--- config.mk ---
export PLATFORM = sky130hd
export DESIGN_NAME = nibble_serial_adder
export DESIGN_NICKNAME = d
export VERILOG_FILES = /design/src/rtl/nibble_serial_adder_pkg.sv /design/src/rtl/nibble_serial_adder_adder4.sv /design/src/rtl/nibble_serial_adder.sv
export SDC_FILE = /design/constraint.sdc
export NUM_CORES = 1
export LEC_CHECK = 0
export BUFFER_PORTS_ARGS = -buffer_cell sky130_fd_sc_hd__buf_4
export CAP_MARGIN = 25
export CORE_MARGIN = 2
export CORE_UTILIZATION = 48
export CTS_BUF_LIST = sky130_fd_sc_hd__clkbuf_16
export CTS_CLUSTER_DIAMETER = 40
export CTS_CLUSTER_SIZE = 40
export DETAILED_ROUTE_END_ITERATION = 10
export GPL_TIMING_DRIVEN = 0
export PLACE_DENSITY = 0.76
export SYNTH_ARGS = -nofsm -noshare
export SYNTH_HDL_FRONTEND = slang
export SYNTH_SLANG_ARGS = --single-unit
--- constraint.sdc ---
create_clock -name clk -period 2.6 [get_ports clk]
set_input_delay 0.26 -clock clk [delete_from_list [all_inputs] [get_ports clk]]
set_output_delay 0.26 -clock clk [all_outputs]
set_load 0.02 [all_outputs]
--- src/rtl/nibble_serial_adder_pkg.sv ---
`default_nettype none
// ============================================================================
//  Module   : nibble_serial_adder_pkg
//  Purpose  : Shared types and helpers for the nibble-serial adder: the FSM
//             state encoding, the nibble width and the index-width helper.
//  Revision : 1.0 - initial release
// ============================================================================
package nibble_serial_adder_pkg;

  localparam int NIBBLE_W = 4;

  typedef enum logic [1:0] {
    IDLE = 2'd0,
    RUN  = 2'd1,
    DONE = 2'd2
  } state_t;

  // Width of the nibble index counter; never narrower than one bit so that
  // a single-nibble configuration still has a legal counter.
  function automatic int idx_width(input int nibbles);
    return (nibbles <= 2) ? 1 : $clog2(nibbles);
  endfunction

endpackage
`default_nettype wire

--- src/rtl/nibble_serial_adder_adder4.sv ---
`default_nettype none
// ============================================================================
//  Module   : adder4
//  Purpose  : Plain 4-bit ripple adder with carry in/out; the nibble datapath
//             driven by the nibble-serial sequencer.
//  Revision : 1.0 - initial release
// ============================================================================
module adder4 (
  input  logic [3:0] a,
  input  logic [3:0] b,
  input  logic       c_in,
  output logic [3:0] sum,
  output logic       c_out
);

  // Single 5-bit addition gives both the nibble sum and the outgoing carry.
  always_comb begin
    {c_out, sum} = {1'b0, a} + {1'b0, b} + {4'b0000, c_in};
  end

endmodule
`default_nettype wire

--- src/rtl/nibble_serial_adder.sv ---
`default_nettype none
// ============================================================================
//  Module   : nibble_serial_adder
//  Purpose  : WIDTH-bit adder computed one nibble per clock through adder4,
//             LSB nibble first, with a registered carry between nibbles.
//             Valid/ready handshake on the operand and result sides.
//  Options  : define NIBBLE_SERIAL_ADDER_SUB_EN to add the 'sub' input, which
//             turns the operation into a - b - c_in.
//  Revision : 1.0 - initial release
// ============================================================================
module nibble_serial_adder #(
  parameter int WIDTH = 16   // must be a multiple of 4 and at least 4
) (
  input  logic             clk,
  input  logic             rst,
  input  logic             in_valid,
  output logic             in_ready,
  input  logic [WIDTH-1:0] a,
  input  logic [WIDTH-1:0] b,
  input  logic             c_in,
`ifdef NIBBLE_SERIAL_ADDER_SUB_EN
  input  logic             sub,
`endif
  output logic             out_valid,
  input  logic             out_ready,
  output logic [WIDTH-1:0] sum,
  output logic             c_out,
  output logic             busy
);
  import nibble_serial_adder_pkg::*;

  localparam int NIBBLES = WIDTH / NIBBLE_W;
  localparam int IDX_W   = idx_width(NIBBLES);
  localparam logic [IDX_W-1:0] c_last_idx = IDX_W'(NIBBLES - 1);

  state_t               r_state;
  state_t               w_state_next;
  logic [WIDTH-1:0]     r_a;
  logic [WIDTH-1:0]     r_b;
  logic                 r_carry;
  logic [IDX_W-1:0]     r_idx;
  logic [WIDTH-1:0]     r_sum;
  logic                 r_c_out;
`ifdef NIBBLE_SERIAL_ADDER_SUB_EN
  logic                 r_sub;
`endif

  logic [NIBBLE_W-1:0]  w_a_nib;
  logic [NIBBLE_W-1:0]  w_b_nib;
  logic [NIBBLE_W-1:0]  w_nib_sum;
  logic                 w_nib_cout;
  logic                 w_last_nib;

  // Select the current operand nibbles; subtraction inverts B nibble-wise.
  always_comb begin
    w_a_nib    = r_a[r_idx*NIBBLE_W +: NIBBLE_W];
`ifdef NIBBLE_SERIAL_ADDER_SUB_EN
    w_b_nib    = r_b[r_idx*NIBBLE_W +: NIBBLE_W] ^ {NIBBLE_W{r_sub}};
`else
    w_b_nib    = r_b[r_idx*NIBBLE_W +: NIBBLE_W];
`endif
    w_last_nib = (r_idx == c_last_idx);
  end

  adder4 u_adder4 (
    .a     (w_a_nib),
    .b     (w_b_nib),
    .c_in  (r_carry),
    .sum   (w_nib_sum),
    .c_out (w_nib_cout)
  );

  // State register; reset wins over any handshake in the same cycle.
  always_ff @(posedge clk) begin
    if (rst) r_state <= IDLE;
    else     r_state <= w_state_next;
  end

  // Next-state logic: accept in IDLE, one nibble per RUN cycle, hold in DONE.
  always_comb begin
    w_state_next = r_state;
    case (r_state)
      IDLE:    if (in_valid)   w_state_next = RUN;
      RUN:     if (w_last_nib) w_state_next = DONE;
      DONE:    if (out_ready)  w_state_next = IDLE;
      default:                 w_state_next = IDLE;
    endcase
  end

  // Operand capture on accept, then nibble-by-nibble sum and carry update.
  always_ff @(posedge clk) begin
    if (rst) begin
      r_a     <= '0;
      r_b     <= '0;
      r_carry <= 1'b0;
      r_idx   <= '0;
      r_sum   <= '0;
      r_c_out <= 1'b0;
`ifdef NIBBLE_SERIAL_ADDER_SUB_EN
      r_sub   <= 1'b0;
`endif
    end else begin
      case (r_state)
        IDLE: begin
          if (in_valid) begin
            r_a     <= a;
            r_b     <= b;
            r_idx   <= '0;
`ifdef NIBBLE_SERIAL_ADDER_SUB_EN
            r_sub   <= sub;
            r_carry <= c_in ^ sub;
`else
            r_carry <= c_in;
`endif
          end
        end
        RUN: begin
          r_sum[r_idx*NIBBLE_W +: NIBBLE_W] <= w_nib_sum;
          r_carry <= w_nib_cout;
          r_idx   <= r_idx + IDX_W'(1);
          if (w_last_nib) r_c_out <= w_nib_cout;
        end
        default: begin
        end
      endcase
    end
  end

  // Handshake and status outputs decode directly from the state register.
  always_comb begin
    in_ready  = (r_state == IDLE);
    out_valid = (r_state == DONE);
    busy      = (r_state != IDLE);
    sum       = r_sum;
    c_out     = r_c_out;
  end

endmodule
`default_nettype wire

After elaboration in Yosys (flattened, before gate mapping) --
Cells that the tools add are included.
Cells by class: add/sub/neg operators 4, equality and inequality tests 6, shifts and indexed selects 4, muxes and demuxes 9, reduce and logical (&&, ||, !) cells 7
Operator list (number):
- $neg 4->34 | 1
- $shift 4x34->16 const A | 1
- $shiftx 4x34->16 | 1
- $shiftx 16x5->4 | 2
- $bwmux 16 | 1
- $mux 2 | 4
- $pmux 2 s3 | 1
- $reduce_and 2->1 | 3
- $add 4x4->5 | 1
- $add 5x1->5 | 1
- $eq 2x2->1 const B | 2
- $ne 2x2->1 const B | 2
- $pmux 2 s2 | 1
- $reduce_bool 2->1 | 2
- $reduce_and 3->1 | 1
- $add 2x1->2 const B | 1
- $eq 2x1->1 const B | 1
- $logic_not 2->1 | 1
- $ne 2x1->1 const B | 1
- $pmux 1 s2 | 1
- $mux 1 | 1
Word-level totals: flip-flop bits (word level) 54, word-level logic and storage cells 37

Longest topological paths before layout --
depth after elaboration 5, gate-level depth with buffers 8, gate-level depth less buffers 7

Modules after synthesis --
From an unflattened synthesis, not the netlist that was laid out.
Unflattened totals: cell total of the unflattened synthesis 280, area, all modules 2469.9 um^2
By module, submodules not included:
- nibble_serial_adder | times used 1, cells an instance 264, area an instance 2326.0 um^2, sequential area each 1081.0 um^2
- adder4 | times used 1, cells an instance 16, area an instance 143.9 um^2, sequential area each 0.0 um^2

Worst setup path after synthesis --
No wires, ideal clock.
path type reg-to-reg, start point register r_idx[0], end point register r_carry, data arrival time 2.520 ns, data required time 2.468 ns, setup slack -0.052 ns, stages on the path, launching flop included 9, path buffers 1, period minus slack after synthesis 2.652 ns, cells stage by stage dfxtp_1 buf_4 mux4_2 fa_1 fa_1 a21o_1 a21oi_1 or2b_1 a21oi_1
Between the ends: word-level cells in the longest chain between the ends 4, elaborated cells on any way between the ends 5
Ends and longest elaborated chain:
- from (decl) | RTL line nibble_serial_adder.sv:41 | logic [IDX_W-1:0] r_idx;
- from (signal assigned) | RTL line nibble_serial_adder.sv:120 | r_idx <= r_idx + IDX_W'(1);
- $shiftx 16x5->4 (on tied branches) | RTL line nibble_serial_adder.sv:56, nibble_serial_adder.sv:60
- $add 4x4->5 (*) | RTL line nibble_serial_adder_adder4.sv:18 | {c_out, sum} = {1'b0, a} + {1'b0, b} + {4'b0000, c_in};
- $add 5x1->5 (*) | RTL line nibble_serial_adder_adder4.sv:18
- $pmux 1 s2 (*) | RTL line nibble_serial_adder.sv:103 | case (r_state)
- to (signal assigned) | RTL line nibble_serial_adder.sv:113 | r_carry <= c_in;
- to (signal assigned) | RTL line nibble_serial_adder.sv:119 | r_carry <= w_nib_cout;
- to (decl) | RTL line nibble_serial_adder.sv:40 | logic r_carry;
Mark *: on every way between the ends. The rest lies on a longest branch, timed or not. A chain may end at the register's enable or synchronous reset.

Worst setup path in the final report --
start point register r_idx[0], end point register r_sum[3], in the netlist sum[3]
Between the ends: word-level cells in the longest chain between the ends 5, elaborated cells on any way between the ends 8
Ends and longest elaborated chain:
- $shiftx 16x5->4 (on tied branches) | RTL line nibble_serial_adder.sv:56, nibble_serial_adder.sv:60
- $add 4x4->5 | RTL line nibble_serial_adder_adder4.sv:18
- $add 5x1->5 | RTL line nibble_serial_adder_adder4.sv:18
- $shiftx 4x34->16 | RTL line nibble_serial_adder.sv:118 | r_sum[r_idx*NIBBLE_W +: NIBBLE_W] <= w_nib_sum;
- $bwmux 16 (*) | RTL line nibble_serial_adder.sv:118
- to (signal, indexed assignment) | RTL line nibble_serial_adder.sv:118
- to (decl) | RTL line nibble_serial_adder.sv:42 | logic [WIDTH-1:0] r_sum;
Marked as above.

==> run metrics <==
gr ovfl total=0; critical path fanouts, max=8; Initial Utilization=0.500; DP Area=2880 µm²; sequential area share after synthesis=0.455; Multi-input gate area=1220 µm²; dpl hpwl=3.88 mm; antenna violations before repair=0; # H-tree levels=2; fin crit period=2510 ps; net switching power=0.000458 W; Data arrival, critical path=2670 ps; Nets=378; Fin Clk Skew=6.68 ps; Startpoint Class=flop; cells after synthesis=262; synth warn=0; Remaining DRCs=0; via/cell ratio=5.20; syn_area_per_cell=a little over 9 µm²; ANT nets after route=0; kind of critical path=reg2reg; die area=between 5000 and 6000 µm²; worst skew pair latency=a little under 300 ps; routability cong.=0.789; first-pass GRT wire length=8.95 mm; total negative slack=0 ps; Max Slew Vio Count=0; largest net degree at the start of global routing=16; slowest cell on the critical path=mux4_2; final core occ=0.650; CTS Buf Count=5; VDD IR max=0.379 mV; final hold vios=0; status=finished clean; via count=2,068; DR WL/cell=13.6 µm; most common cell after layout, fill and taps aside=nand2_1; IO buf count=55; Area Overhead vs Synth=30.1%; FF+latch count, synth=54; Combinational Power Share=0.166; Diodes inserted=0; CTS tree=built; Worst-path clk slew=60 ps; Final Instance Area=3090 µm²; Hold Crit Depth=3; PD cells=587 nW/µm²; Register Area=1080 µm²; period utilization=0.967; most frequent cells in the layout=nand2_1, buf_4, dfxtp_1, a21oi_1, nor2_1; critical path cell sequence=buf_12 > buf_4 > mux4_2 > ha_1 > or2_2 > a21o_1 > a32oi_1 > nor2_1; CTS max path bufs=2; Slew HR=0.679; CP bufs+invs=2; internal power=0.00136 W; Leakage Power=1.31 nW; Crit path max-delay family=multiplexers; Chip Width=74.4 µm; GRT Resource Usage Total=0.209; clock power share=0.344; Yosys cell types=32; slew at the pin closest to its max-slew limit=481 ps; final wirelength=5.42 mm; num rows=25; 1st-iter DRT viols=152; Worst Hold Class=in2reg; CP Capture Type=flop; Critical Path Stages=8; clk sinks=54; root buf cell=clkbuf_16; layout cells sized above 1=0.296; worst path required time=2750 ps; core area=between 4000 and 5000 µm²; vias in the first global route=2,050; # fillers=410; Ports=57; DR pass1 iterations=6; Reg2Reg Depth=8; max cap viols=0; Sequential Power Share=0.490; syn nets=310; fmax=398 MHz; Synth Cell Area=2380 µm²; setup violators final=0; fraction of power spent switching nets=0.252; CP max stage delay=500 ps; Die Height=74.4 µm
logic make-up (layout without fill, tap and decap cells):
kind of cell	Yosys count	count (layout)	share of synthesized area
buffers and inverters	19	88	0.0363
XOR/XNOR	1	1	0.00369
AND/OR/NAND/NOR	109	109	0.215
multiplexers	8	8	0.0758
flip-flops	54	54	0.455
adder cells (fa/ha/maj)	11	11	0.0642
AO/OA/AOI/OAI	60	60	0.150
per-stage QoR:
step | hold slack [ps] | power, W | setup slack (ps) | std cells
3_5_place_dp | 444 | 0.00119 | -281 | 384
3_3_place_gp | 440 | 0.00118 | -281 | 384
6_report | 217 | 0.00181 | 85.2 | 398
2_1_floorplan | 396 | 0.00108 | 73.3 | 262
5_1_grt | 223 | 0.00190 | -5.15 | 398
4_1_cts | 214 | 0.00181 | 39.2 | 392
power groups by stage:
stage / Combinational (W) / Clock (W) / Sequential [W]
after detailed placement: 0.000279 / 0 / 0.000908
after global placement: 0.000275 / 0 / 0.000906
after floorplan: 0.000176 / 0 / 0.000905
final: 0.000301 / 0.000625 / 0.000889
after global routing: 0.000332 / 0.000672 / 0.000893
after CTS: 0.000286 / 0.000637 / 0.000889
cell usage after synthesis, drive strengths merged:
| cell type | n | area (µm²) |
|---|---|---|
| a32oi | 2 | 17.5 |
| and3 | 1 | 11.3 |
| and2b | 1 | 8.76 |
| fa | 2 | 40.0 |
| nand2 | 75 | 284 |
| a21o | 2 | 15.0 |
| or2b | 2 | 15.0 |
| or2 | 1 | 6.26 |
| a22oi | 14 | 105 |
| dfxtp | 54 | 1080 |
| nor4 | 1 | 21.3 |
| nand2b | 1 | 6.26 |
| nor2b | 1 | 13.8 |
| nor3b | 1 | 18.8 |
| nand3 | 4 | 20.0 |
| inv | 4 | 15.0 |
| a21oi | 40 | 200 |
| a311oi | 1 | 8.76 |
| nor2 | 18 | 70.1 |
| and3b | 1 | 12.5 |
| ha | 9 | 113 |
| clkbuf | 6 | 22.5 |
| buf | 9 | 48.8 |
| mux4 | 8 | 180 |
| nand4bb | 1 | 11.3 |
| and4bb | 1 | 12.5 |
| xor2 | 1 | 8.76 |
| a211o | 1 | 8.76 |
cell type report:
cell class,count,share of cell area
Inverter,4,0.00486
Tap cell,67,0.0271
Buffer,15,0.0283
Multi-Input combinational cell,189,0.396
Clock inverter,3,0.00405
Timing Repair Buffer,61,0.148
Clock buffer,5,0.0405
Sequential cell,54,0.351
metal layers:
| layer | GRT usage | vias up | routed length [µm] |
|---|---|---|---|
| li1 | - | 1039 | - |
| met1 | 0.262 | 954 | 2360 |
| met2 | 0.367 | 67 | 2670 |
| met3 | 0.0474 | 8 | 331 |
| met4 | 0.0536 | 0 | 61 |
| met5 | 0 | - | 0 |
flip-flops by register name, summed over array words and instances, names as in the netlist:
signal	flops
r_b	16
r_idx	2
c_out	1
r_state	2
r_a	16
r_carry	1
sum	16
path summary, 6_finish.rpt:
check	startpoint	end	slack [ps]
min	b[10]	r_b[10]	220
max reg2reg	r_idx[0]	sum[3]	90
max	r_idx[0]	sum[3]	90
min reg2reg	r_a[8]	r_a[8]	450
worst reg2reg max path: cells and delay by family, from the launching register on:
family | cells | cell delay (ps)
fa+ha+maj | 1 | 370
buf+inv | 2 | 240
flops | 1 | 390
simple gates | 2 | 400
mux | 1 | 500
compound gates | 2 | 480
timing repair:
item | CTS | global route
gates resized for setup | 7 | 3
hold endpoints to repair | 0 | 0
setup endpoints to repair | 14 | 5
setup buffers | 0 | 6
hold buffers | 0 | 0
pin swaps | 0 | 3
(Power assumes the default switching activity.)
